File: config.mk
export PLATFORM = sky130hd
export DESIGN_NAME = debounce_bank
export DESIGN_NICKNAME = d
export VERILOG_FILES = /design/src/rtl/debounce_pkg.sv /design/src/rtl/debounce_channel.sv /design/src/rtl/debounce_bank.sv
export SDC_FILE = /design/constraint.sdc
export NUM_CORES = 1
export LEC_CHECK = 0
export ABC_AREA = 1
export BUFFER_PORTS_ARGS = -buffer_cell sky130_fd_sc_hd__buf_2
export CAP_MARGIN = 5
export CORE_MARGIN = 5
export CORE_UTILIZATION = 55
export DETAILED_ROUTE_END_ITERATION = 10
export GPL_ROUTABILITY_DRIVEN = 0
export GPL_TIMING_DRIVEN = 1
export PLACE_DENSITY_LB_ADDON = 0.2
export SLEW_MARGIN = 30
export SYNTH_ARGS = -nofsm -noshare
export SYNTH_HDL_FRONTEND = slang
export SYNTH_HIERARCHICAL = 1
export SYNTH_SLANG_ARGS = --single-unit
File: constraint.sdc
create_clock -name clk -period 1.7 [get_ports clk]
set_input_delay 0.17 -clock clk [delete_from_list [all_inputs] [get_ports clk]]
set_output_delay 0.17 -clock clk [all_outputs]
set_load 0.1 [all_outputs]
File: src/rtl/debounce_pkg.sv
`default_nettype none
// ============================================================================
//  Module      : debounce_pkg
//  Description : Shared constants and width helpers for the debounce bank.
//  Revision    : 1.0 - initial release
// ============================================================================
package debounce_pkg;

    localparam int DEB_CHANNELS      = 10;
    localparam int DEB_STABLE_CYCLES = 4;
    localparam int DEB_REPEAT_CYCLES = 64;

    // Number of bits needed to hold values 0 .. value-1.
    function automatic int clog2(input int value);
        int result;
        result = 0;
        for (int i = 0; i < 31; i++) begin
            if ((1 << i) < value) begin
                result = i + 1;
            end
        end
        return result;
    endfunction

    function automatic int max_int(input int a, input int b);
        return (a > b) ? a : b;
    endfunction

endpackage : debounce_pkg
`default_nettype wire

File: src/rtl/debounce_channel.sv
`default_nettype none
// ============================================================================
//  Module      : debounce_channel
//  Description : One debounce channel: two-flop synchroniser, stability
//                counter, press/release pulses and optional auto-repeat
//                (enabled by DEBOUNCE_BANK_REPEAT_EN).
//  Revision    : 1.0 - initial release
// ============================================================================
module debounce_channel
    import debounce_pkg::*;
#(
    parameter int STABLE_CYCLES = DEB_STABLE_CYCLES,
    parameter int REPEAT_CYCLES = DEB_REPEAT_CYCLES
) (
    input  logic clk,
    input  logic clr_n,
    input  logic i_din,
    output logic o_dout,
    output logic o_dout_nxt,
    output logic o_rise,
    output logic o_fall,
    output logic o_rpt
);

    localparam int                 c_CNT_W    = max_int(1, clog2(STABLE_CYCLES + 1));
    localparam logic [c_CNT_W-1:0] c_CNT_LAST = c_CNT_W'(STABLE_CYCLES - 1);

    logic               r_s1;
    logic               r_s0;
    logic [c_CNT_W-1:0] r_cnt;
    logic               r_dout;
    logic               r_rise;
    logic               r_fall;
    logic               w_toggle;
    logic               w_dout_nxt;

    // The counter never exceeds c_CNT_LAST, since reaching it always toggles.
    assign w_toggle   = (r_s0 != r_dout) && (r_cnt == c_CNT_LAST);
    assign w_dout_nxt = r_dout ^ w_toggle;

    always_ff @(posedge clk or negedge clr_n) begin
        if (!clr_n) begin
            r_s1   <= 1'b0;
            r_s0   <= 1'b0;
            r_cnt  <= '0;
            r_dout <= 1'b0;
            r_rise <= 1'b0;
            r_fall <= 1'b0;
        end else begin
            r_s1   <= i_din;
            r_s0   <= r_s1;
            r_dout <= w_dout_nxt;
            r_rise <= w_toggle & ~r_dout;
            r_fall <= w_toggle &  r_dout;
            if ((r_s0 == r_dout) || w_toggle) begin
                r_cnt <= '0;
            end else begin
                r_cnt <= r_cnt + 1'b1;
            end
        end
    end

`ifdef DEBOUNCE_BANK_REPEAT_EN
    localparam int                 c_RPT_W    = max_int(1, clog2(REPEAT_CYCLES));
    localparam logic [c_RPT_W-1:0] c_RPT_LAST = c_RPT_W'(REPEAT_CYCLES - 1);

    logic [c_RPT_W-1:0] r_rpt_cnt;
    logic               r_rpt;

    // A release on this edge suppresses a repeat that would otherwise land on it.
    always_ff @(posedge clk or negedge clr_n) begin
        if (!clr_n) begin
            r_rpt_cnt <= '0;
            r_rpt     <= 1'b0;
        end else if (!r_dout || w_toggle) begin
            r_rpt_cnt <= '0;
            r_rpt     <= 1'b0;
        end else if (r_rpt_cnt == c_RPT_LAST) begin
            r_rpt_cnt <= '0;
            r_rpt     <= 1'b1;
        end else begin
            r_rpt_cnt <= r_rpt_cnt + 1'b1;
            r_rpt     <= 1'b0;
        end
    end

    assign o_rpt = r_rpt;
`else
    // Repeat period only matters when auto-repeat is built in.
    if (REPEAT_CYCLES < 2) begin : g_repeat_period_unused
    end

    assign o_rpt = 1'b0;
`endif

    assign o_dout     = r_dout;
    assign o_dout_nxt = w_dout_nxt;
    assign o_rise     = r_rise;
    assign o_fall     = r_fall;

endmodule : debounce_channel
`default_nettype wire

File: src/rtl/debounce_bank.sv
`default_nettype none
// ============================================================================
//  Module      : debounce_bank
//  Description : CHANNELS independent debouncers with a registered OR of all
//                debounced levels. Auto-repeat enabled by
//                DEBOUNCE_BANK_REPEAT_EN.
//  Revision    : 1.0 - initial release
// ============================================================================
module debounce_bank
    import debounce_pkg::*;
#(
    parameter int CHANNELS      = DEB_CHANNELS,
    parameter int STABLE_CYCLES = DEB_STABLE_CYCLES,
    parameter int REPEAT_CYCLES = DEB_REPEAT_CYCLES
) (
    input  logic                clk,
    input  logic                clr_n,
    input  logic [CHANNELS-1:0] din,
    output logic [CHANNELS-1:0] dout,
    output logic [CHANNELS-1:0] rise,
    output logic [CHANNELS-1:0] fall,
    output logic [CHANNELS-1:0] rpt,
    output logic                any_active
);

    logic [CHANNELS-1:0] w_dout_nxt;
    logic                r_any_active;

    for (genvar i = 0; i < CHANNELS; i++) begin : g_chan
        debounce_channel #(
            .STABLE_CYCLES (STABLE_CYCLES),
            .REPEAT_CYCLES (REPEAT_CYCLES)
        ) u_chan (
            .clk        (clk),
            .clr_n      (clr_n),
            .i_din      (din[i]),
            .o_dout     (dout[i]),
            .o_dout_nxt (w_dout_nxt[i]),
            .o_rise     (rise[i]),
            .o_fall     (fall[i]),
            .o_rpt      (rpt[i])
        );
    end

    // Built from next-state levels so it changes on the same edge as dout.
    always_ff @(posedge clk or negedge clr_n) begin
        if (!clr_n) begin
            r_any_active <= 1'b0;
        end else begin
            r_any_active <= |w_dout_nxt;
        end
    end

    assign any_active = r_any_active;

endmodule : debounce_bank
`default_nettype wire
==> flow_summary.yaml <==
status:
  status: "complete, no violations"
clock_tree:
  numCtsBuffers: 9
  path_clk_slew_ns: 0.07
  cts_hold_buf: 11
  tritoncts: "done"
  cts_sinks: 81
  cts_resized: 0
  cts_setup_buffers: 0
  clock_path_buffers: 2
  clock_latency_ns: 0.34
  cts_root_buf: "clkbuf_8"
  cts_htree_levels: 3
timing:
  fin_skew_ns: 0.00596
  slew_viol_final: 0
  max_freq_mhz: 670
  hold_viol: 0
  tns_ns: 0
  finalCritPeriodShare_pct: 87.9
  rsz0062_at_grt: "no"
  period_minus_slack_ns: 1.49
  setup_viol: 0
synth:
  synth-seq-area-share_pct: 66.6
  synth_compound_gate_area_share_pct: 1.65
  yosys_most_used_dff: "dfrtp_1"
  synth_fa_ha_area_share_pct: 8.23
  mappedNetlistNets: 302
  synth_xor_area_share_pct: 0
  ys_ff_latch: 81
  synth_top_family_by_area: "simple AND/OR/NAND/NOR gates"
  synthMostInstantiatedCell: "dfrtp_1"
  synth_cells: 270
  synthMuxAreaShare_pct: 0
  syn_area_sq_um: 3040
  ys_top_cells_by_count: "dfrtp_1, inv_1, nor3_1, nand2_1, ha_1"
  yosys.area_share.simple_pct: 14.8
  netlist_top_cells_area: "dfrtp_1, ha_1, nor3_1"
  synth_cell_types: 12
  synth_edf_count: 0
  synthArstFlopShare_pct: 100
  synth.top_cell.area_share_pct: 66.6
  avgSynthCellArea_sq_um: 11.3
  post-synth-top-area-cell: "dfrtp_1"
  yosysWarnings: 6
critical_path:
  critPathArrivalTime_ns: 1.73
  r2r_cells: 7
  worstSetupStartpointType: "register"
  end_kind: "register"
  cp_max_fo: 3
  critPathRequiredTime_ns: 1.93
  crit_type: "reg -> reg"
run:
  maxCapViolations: 0
detailed_routing:
  route.detailed.drc: 0
  drt_first_pass_iters: 4
  vias: 1845
  drt-vias-per-instance: 4.59
  ant_nets: 0
  drt-initial-drc-count: 60
  wl_per_cell_microns: 11.1
  drt_wl_total_mm: 4.48
global_routing:
  grt-ovfl-total: 0
  gr-usage-met1_pct: 17.1
  use_met2_pct: 24.2
  grt_max_degree: 39
  grt_pass1_wl_mm: 8.05
  met3_usage_pct: 6.77
  grt.total_usage_pct: 14.8
  top_usage_layer: "met2"
  grt_pass1_vias: 1805
  antenna_found_initial: 0
die:
  core_area_sq_um: 5440
  die_h_microns: 84.4
  dieArea_sq_um: 7120
  chipWidth_microns: 84.4
  start_util_pct: 55.9
  rows: 27
  io_pins: 53
pwr:
  p_per_area_nw_per_um2: 1760
  leakagePower_uw: 0.00188
  p_total_uw: 6300
  irDropWorstVdd_mv: 1.36
cells_and_area:
  seq_area_sq_um: 2030
  drive_gt1_share_pct: 20.6
  diodes: 0
  fill_cells: 432
  nets: 358
  fin_area_sq_um: 3590
  syn_to_final_growth_pct: 18.0
  multiInputGateArea_sq_um: 790
  final_core_util_pct: 66.0
place:
  io_buffer_count: 42
  dpl-instance-area_sq_um: 3300
  dp_hpwl_mm: 3.29
min_path:
  hp-class: "in -> async"
-- final timing paths --
kind,startpoint,endpoint,slack [ns]
max,g_chan[1].u_chan/r_cnt[0],any_active,0.21
min,clr_n,g_chan[7].u_chan/r_s1,0.27
max reg2reg,g_chan[1].u_chan/r_cnt[0],any_active,0.21
min reg2reg,g_chan[7].u_chan/r_s1,g_chan[7].u_chan/r_s0,0.35
max in group asynchronous,clr_n,g_chan[4].u_chan/r_s0,0.86
min in group clk,g_chan[7].u_chan/r_s1,g_chan[7].u_chan/r_s0,0.35
-- kinds of logic (layout without fill, tap and decap cells) --
group,Yosys count,after routing
AOI/OAI and AO/OA,10,10
DFF,81,81
and+or+nand+nor,99,99
adders and majority gates,20,20
other,10,10
buffers and inverters,50,110
-- routing by layer --
layer	up-vias	wire length, microns	share of wire (%)
li1	929	-	-
met1	877	1900	42
met2	32	2250	50
met3	7	258	5.8
met4	0	70	1.6
met5	-	0	0
-- layout by cell type, fill, tap and decap left out --
cell type      instances
buf_4                  2
o21ai_0               10
nor2_2                10
buf_2                 41
or2_0                  1
clkbuf_8              12
dfrtp_1               81
nor3_1                40
conb_1                10
clkinv_2               1
clkbuf_1               1
ha_1                  20
inv_1                 40
and2_0                 1
dlygate4sd3_1         11
clkinvlp_4             1
buf_12                 1
nand2_1               32
nor2_1                15
-- final cells by class --
type / instances / area share [%]
Sequential cell: 81 / 56.5
Timing Repair Buffer: 55 / 9.76
Tap cell: 72 / 2.51
Clock inverter: 2 / 0.349
Inverter: 40 / 4.18
Multi-Input combinational cell: 139 / 22.0
Clock buffer: 13 / 4.71
-- report_power, final --
part / switching [uW] / internal (uW)
sequential: 286 / 2370
combinational: 1840 / 556
clock: 606 / 640
-- worst max-delay path, cell delays in order (launching register included) --
cell and delay (ns):
dfrtp_1 0.40, ha_1 0.21, ha_1 0.21, nand2_1 0.09, o21ai_0 0.12, nor2_1 0.16
and2_0 0.14, nand2_1 0.05
-- sequential cells by signal, indices dropped and copies added, names as in the netlist --
register              count
g_chan.u_chan/o_fall     10
g_chan.u_chan/r_cnt      30
g_chan.u_chan/r_s1       10
g_chan.u_chan/o_rise     10
any_active                1
g_chan.u_chan/r_s0       10
g_chan.u_chan/o_dout     10
-- stage by stage --
stage / cells / hold WS, ns / worst slack, ns
2_1_floorplan: 270 / -0.126 / 0.0998
3_3_place_gp: 376 / 0.0980 / 0.224
3_5_place_dp: 376 / 0.104 / 0.202
4_1_cts: 402 / 0.264 / 0.188
5_1_grt: 402 / 0.308 / 0.0966
6_report: 402 / 0.273 / 0.206
Note: power is estimated with default switching activity, not from simulation.
